[src/rtl/ltpi_pattern_pkg.sv]
// Shared types and constants for the LTPI GPIO pattern engine.
package ltpi_pattern_pkg;

    typedef enum logic [1:0] {
        OFF    = 2'd0,
        TOGGLE = 2'd1,
        WALK   = 2'd2,
        LFSR   = 2'd3
    } pattern_mode_t;

    localparam logic [31:0] LFSR_SEED = 32'hACE1_0001;
    // Taps 32,22,2,1 expressed as bit positions 31,21,1,0
    localparam logic [31:0] LFSR_TAPS = 32'h8020_0003;

    // One Fibonacci step: shift left, feedback XOR of tapped bits into bit 0
    function automatic logic [31:0] lfsr_next(input logic [31:0] s);
        return {s[30:0], ^(s & LFSR_TAPS)};
    endfunction

endpackage

[src/rtl/ltpi_pattern_checker.sv]
// Loopback checker: counts mismatches between expected and received
// vectors on each compare strobe; saturating counter plus sticky flag.
module ltpi_pattern_checker #(
    parameter int unsigned WIDTH = 16,
    parameter int unsigned ERR_W = 16
) (
    input  logic             clk_60m,
    input  logic             rst_n,
    input  logic             i_cmp_stb,
    input  logic [WIDTH-1:0] i_expected,
    input  logic [WIDTH-1:0] i_received,
    input  logic             i_clear,
    output logic [ERR_W-1:0] o_err_cnt,
    output logic             o_err_flag
);

    logic [ERR_W-1:0] r_err_cnt;
    logic             r_err_flag;
    logic             w_mismatch;

    assign w_mismatch = i_cmp_stb && (i_expected != i_received);

    // Error accounting; clear has priority over a simultaneous mismatch
    always_ff @(posedge clk_60m or negedge rst_n) begin
        if (!rst_n) begin
            r_err_cnt  <= '0;
            r_err_flag <= 1'b0;
        end else if (i_clear) begin
            r_err_cnt  <= '0;
            r_err_flag <= 1'b0;
        end else if (w_mismatch) begin
            r_err_flag <= 1'b1;
            if (r_err_cnt != '1) begin
                r_err_cnt <= r_err_cnt + 1'b1;
            end
        end
    end

    assign o_err_cnt  = r_err_cnt;
    assign o_err_flag = r_err_flag;

endmodule

[src/rtl/ltpi_gpio_pattern_engine.sv]
// LTPI GPIO pattern engine: drives a periodic low/high pattern into the
// tunnel and checks the looped-back vector at the end of each phase.
module ltpi_gpio_pattern_engine
    import ltpi_pattern_pkg::*;
#(
    parameter int unsigned WIDTH     = 16,
    parameter int unsigned PERIOD    = 5000000,
    parameter int unsigned ASSERT_AT = 250000,
    parameter int unsigned ERR_W     = 16
) (
    input  logic             clk_60m,
    input  logic             rst_n,
    input  logic             enable,
    input  logic             link_aligned,
    input  logic [1:0]       mode,
    output logic [WIDTH-1:0] pat_out,
    input  logic [WIDTH-1:0] pat_rx,
    input  logic             err_clr,
    output logic [ERR_W-1:0] err_cnt,
    output logic             err_flag,
    output logic             period_strobe
);

    localparam int unsigned CNT_W  = $clog2(PERIOD);
    localparam int unsigned WIDX_W = (WIDTH > 1) ? $clog2(WIDTH) : 1;
    localparam int unsigned REP    = (WIDTH + 31) / 32;

    localparam logic [CNT_W-1:0]  C_LAST   = CNT_W'(PERIOD - 1);
    localparam logic [CNT_W-1:0]  C_HI_CMP = CNT_W'(PERIOD - 2);
    localparam logic [CNT_W-1:0]  C_ASSERT = CNT_W'(ASSERT_AT);
    localparam logic [CNT_W-1:0]  C_LO_CMP = CNT_W'(ASSERT_AT - 1);
    localparam logic [WIDX_W-1:0] C_WLAST  = WIDX_W'(WIDTH - 1);

    if (WIDTH < 1 || WIDTH > 1024) begin : g_bad_width
        $error("ltpi_gpio_pattern_engine: WIDTH must be 1..1024");
    end
    if (PERIOD < 8) begin : g_bad_period
        $error("ltpi_gpio_pattern_engine: PERIOD must be >= 8");
    end
    if (ASSERT_AT < 2 || ASSERT_AT > PERIOD - 3) begin : g_bad_assert
        $error("ltpi_gpio_pattern_engine: ASSERT_AT must be in 2..PERIOD-3");
    end

    logic                w_run;
    logic                w_strobe;
    logic                w_cmp;
    logic [WIDTH-1:0]    w_hi_vec;
    logic [CNT_W-1:0]    r_cnt;
    logic [WIDTH-1:0]    r_pat;
    pattern_mode_t       r_mode_q;
    logic [WIDX_W-1:0]   r_walk_idx;
    logic [31:0]         r_lfsr;
    logic                r_skip_lo;

    assign w_run    = enable && link_aligned;
    assign w_strobe = w_run && (r_cnt == C_LAST);

    // Period counter; held at zero whenever the engine is not running
    always_ff @(posedge clk_60m or negedge rst_n) begin
        if (!rst_n) begin
            r_cnt <= '0;
        end else if (!w_run || r_cnt == C_LAST) begin
            r_cnt <= '0;
        end else begin
            r_cnt <= r_cnt + 1'b1;
        end
    end

    // Mode is only picked up at a period boundary or while idle
    always_ff @(posedge clk_60m or negedge rst_n) begin
        if (!rst_n) begin
            r_mode_q <= OFF;
        end else if (!w_run || w_strobe) begin
            r_mode_q <= pattern_mode_t'(mode);
        end
    end

    // Per-period pattern sources: walking index and LFSR advance at strobe
    always_ff @(posedge clk_60m or negedge rst_n) begin
        if (!rst_n) begin
            r_walk_idx <= '0;
            r_lfsr     <= LFSR_SEED;
        end else if (!w_run) begin
            r_walk_idx <= '0;
            r_lfsr     <= LFSR_SEED;
        end else if (w_strobe) begin
            if (r_mode_q == WALK) begin
                r_walk_idx <= (r_walk_idx == C_WLAST) ? '0 : r_walk_idx + 1'b1;
            end
            if (r_mode_q == LFSR) begin
                r_lfsr <= lfsr_next(r_lfsr);
            end
        end
    end

    // High-phase vector for the current mode
    always_comb begin
        w_hi_vec = '0;
        case (r_mode_q)
            TOGGLE:  w_hi_vec = '1;
            WALK:    w_hi_vec = WIDTH'(1) << r_walk_idx;
            LFSR:    w_hi_vec = WIDTH'({REP{r_lfsr}});
            default: w_hi_vec = '0;
        endcase
    end

    // Pattern output register: rises at ASSERT_AT, falls at period end
    always_ff @(posedge clk_60m or negedge rst_n) begin
        if (!rst_n) begin
            r_pat <= '0;
        end else if (!w_run) begin
            r_pat <= '0;
        end else if (r_cnt == C_ASSERT) begin
            r_pat <= w_hi_vec;
        end else if (r_cnt == C_LAST) begin
            r_pat <= '0;
        end
    end

    // Loopback is unsettled until one low phase has elapsed after start
    always_ff @(posedge clk_60m or negedge rst_n) begin
        if (!rst_n) begin
            r_skip_lo <= 1'b1;
        end else if (!w_run) begin
            r_skip_lo <= 1'b1;
        end else if (r_cnt == C_LO_CMP) begin
            r_skip_lo <= 1'b0;
        end
    end

    assign w_cmp = w_run && (r_mode_q != OFF) &&
                   (((r_cnt == C_LO_CMP) && !r_skip_lo) || (r_cnt == C_HI_CMP));

    ltpi_pattern_checker #(
        .WIDTH (WIDTH),
        .ERR_W (ERR_W)
    ) u_checker (
        .clk_60m    (clk_60m),
        .rst_n      (rst_n),
        .i_cmp_stb  (w_cmp),
        .i_expected (r_pat),
        .i_received (pat_rx),
        .i_clear    (err_clr),
        .o_err_cnt  (err_cnt),
        .o_err_flag (err_flag)
    );

    assign pat_out       = r_pat;
    assign period_strobe = w_strobe;

endmodule
[config.mk]
export PLATFORM = sky130hd
export DESIGN_NAME = ltpi_gpio_pattern_engine
export DESIGN_NICKNAME = d
export VERILOG_FILES = /design/src/rtl/ltpi_pattern_pkg.sv /design/src/rtl/ltpi_pattern_checker.sv /design/src/rtl/ltpi_gpio_pattern_engine.sv
export SDC_FILE = /design/constraint.sdc
export NUM_CORES = 1
export LEC_CHECK = 0
export BUFFER_PORTS_ARGS = -buffer_cell sky130_fd_sc_hd__buf_4
export CAP_MARGIN = 15
export CORE_UTILIZATION = 55
export DETAILED_ROUTE_END_ITERATION = 16
export PLACE_DENSITY_LB_ADDON = 0.12
export SETUP_SLACK_MARGIN = 0.3
export SLEW_MARGIN = 25
export SYNTH_ARGS = -nofsm -noshare
export SYNTH_HDL_FRONTEND = slang
export SYNTH_SLANG_ARGS = --single-unit
[constraint.sdc]
create_clock -name clk_60m -period 2.54 [get_ports clk_60m]
set_input_delay 0.508 -clock clk_60m [delete_from_list [all_inputs] [get_ports clk_60m]]
set_output_delay 0.508 -clock clk_60m [all_outputs]
set_load 0.02 [all_outputs]
==> metrics.txt <==
status finished with violations; failing checks setup timing; startpoint types flip-flop; drt first pass iters 6; switching share of total power between 20% and 30%; final worst-path cycle share 101%; critical path type flip-flop to flip-flop; Remaining Overflow, GRT 0; leading post-synthesis cells by cell area dfrtp_1 (44%), a22o_1 (6.4%), dfstp_2 (5.4%); final cell count without fillers ~670; reg2reg path depth 7; Final nets a little under 600; Worst slew margin 68.0%; slowest cell delay on critical path ~490 ps; Tmin final around 2600 ps; All-Layer GR Usage about a quarter; n_diodes 0; top_reg_cell synth dfrtp_1; initial DRC count 237; Leak ~2.7 nW; reg-to-reg endpoint u_checker.o_err_cnt[15]; initial antenna violation count 0; syn nets between 500 and 600; Total Wirelength 12000 µm; power share of the combinational group 7.2%; setup TNS -22.0 ps; P per Cell Area 439 nW/µm²; Flop pwr share a little under three fifths; synth warn 0; Detailed Place HPWL a little under 8000 µm; share of layout cells above drive strength 1 a little under a third; Die X roughly 96 µm; vias per cell around 6.0; CTS Buf Count 9; maximum achievable frequency between 300 and 400 MHz; Worst Skew approximately 10 ps; ys async rst share 100%; register area share after synthesis between 40% and 50%; drt drc 0; IO buf count 56; Yosys top cell by area dfrtp_1; CTS tree yes; H-Tree Depth 3; Initial Util about 58%; Yosys reg bits 95; Crit. End Element flip-flop; Placed Area approximately 5400 µm²; Final Util 72.2%; Post-synth EDFFs 0; internal power just over 2 mW; vias in the first global route around 3700; Routability Congestion roughly 0.84; I/O pins 57; Antenna Nets Post-Route 0; core region area approximately 8300 µm²; # clock sinks 95; CP Data Arrival Time roughly 2900 ps; Critical-path top delay cell nor4b_1; global-route wire length before repair 18200 µm; cell count after placement 627; RSZ-0062 raised after global routing true; Rows 33; multi-input logic area ~2500 µm²; Avg WL per Cell between 15 and 20 µm; Yosys cell types 50; Tightest Pin Transition ~480 ps; Power Total between 2 and 3 mW; FILL cells a little over 600; CP cell instances nor4b_1 -> nand4_1 -> buf_4 -> o32a_4 -> or3_4 -> or3_1 -> a21oi_1; Max Slew Vio Count 0; most frequent cells in the layout buf_4 (86), dfrtp_1 (84), nand2_1 (41), nor2_1 (41), a22o_1 (35); net switching power 0.617 mW; clock slew at reported path FFs 90 ps; Worst Setup SP r_cnt[5]; max-cap violations 0; clock group share of total power 35.5%; worst skew pair latency ~360 ps; CP Data Required Time 2820 ps; cell count after synthesis between 400 and 500; most common cell after layout, fill and taps aside buf_4; top cell type's share of synthesized area between 40% and 50%; Layout area overhead 24.9%; register-to-register setup slack -20 ps; final setup margin -22.0 ps; synthesized area 4820 µm²; cell area after layout about 6000 µm²; Die H 95.6 µm; Mean Syn Cell Area a little over 10 µm²; HP Class primary input to asynchronous set/reset pin; Reg area between 2000 and 2500 µm²; worst hold margin between 50 and 60 ps; VDD IR max roughly 0.00040 V; DR vias roughly 4000; worst-path fanout max 5; reg2reg start r_cnt[5]; Root Driver clkbuf_8; Setup WS pre-CTS between 100 and 150 ps; die area between 9000 and 10000 µm²; largest net degree at the start of global routing 47; Setup-failing EPs final 1; clk buf depth 2; CP Capture Point u_checker.o_err_cnt[15]; Fin. Hold Viols 0
power groups by stage:
| stage | sequential (mW) | combinational, mW | clock, mW |
|---|---|---|---|
| detailed placement | 1.55 | 0.168 | 0 |
| global placement | 1.55 | 0.165 | 0 |
| floorplan | 1.55 | 0.0794 | 0 |
| CTS | 1.52 | 0.173 | 0.959 |
| finish | 1.52 | 0.191 | 0.939 |
| global route | 1.52 | 0.212 | 1.02 |
synthesized netlist by cell type, types with 11 or more instances:
master,instances
a22o_1,35
nor2_1,46
clkbuf_1,20
xnor2_1,18
nor2b_1,13
nand2_1,42
xor2_1,19
o21ai_0,11
nor3_1,11
dfrtp_1,85
nand3_1,22
mux2_2,11
a21oi_1,15
critical path: cells and delay by family, from the launching register on:
family                 cells  cell delay (ps)
AO/OA/AOI/OAI              2              470
buffers and inverters      1              200
AND/OR/NAND/NOR            4             1360
flip-flops                 1              450
layout make-up:
class,count,area share [%]
Clock buffer,11,2.18
Clock inverter,4,0.789
Inverter,7,0.519
Multi-Input combinational cell,350,41.7
Sequential cell,95,39.7
Tap cell,105,2.18
Timing Repair Buffer,97,12.9
worst min path at each step:
stage | slack, ps | cells past startpoint | start | end
after global placement | 460 | 1 | rst_n | r_cnt[17]
after global routing | 80 | 1 | rst_n | r_cnt[13]
after CTS | 70 | 1 | rst_n | u_checker.o_err_cnt[8]
after detailed placement | 460 | 1 | rst_n | r_cnt[14]
after floorplan | 210 | 0 | rst_n | pat_out[0]
final | 60 | 1 | rst_n | r_cnt[14]
flip-flops by register name, summed over array words and instances, names as in the netlist:
| signal | cells |
|---|---|
| u_checker.o_err_flag | 1 |
| r_cnt | 23 |
| u_checker.o_err_cnt | 16 |
| r_walk_idx | 4 |
| r_mode_q | 2 |
| r_lfsr | 32 |
| r_skip_lo | 1 |
| pat_out | 16 |
routing by layer:
metal | track usage [%] | share of wire [%]
met2 | 42.1 | 50
met1 | 36.0 | 43
met5 | 0 | 0
met3 | 3.35 | 4.7
met4 | 9.83 | 1.9
cell families (layout without fill, tap and decap cells):
family,Yosys count,in the layout,synth area share [%]
and+or+nand+nor,191,191,20.2
AOI/OAI and AO/OA,99,99,15.6
DFF,95,95,49.6
xor gates and xnor gates,37,37,6.72
buffers and inverters,29,119,2.31
muxes,13,13,2.98
adders and majority gates,10,10,2.59
what timing repair did:
| item | CTS | global route |
|---|---|---|
| pin swaps | 11 | 20 |
| buffers inserted | 13 | 10 |
| endpoints found under the setup margin | 78 | 80 |
| hold buffers | 0 | 0 |
| resized for setup | 10 | 49 |
| cloned | 0 | 4 |
Note: power is estimated with default switching activity, not from simulation.
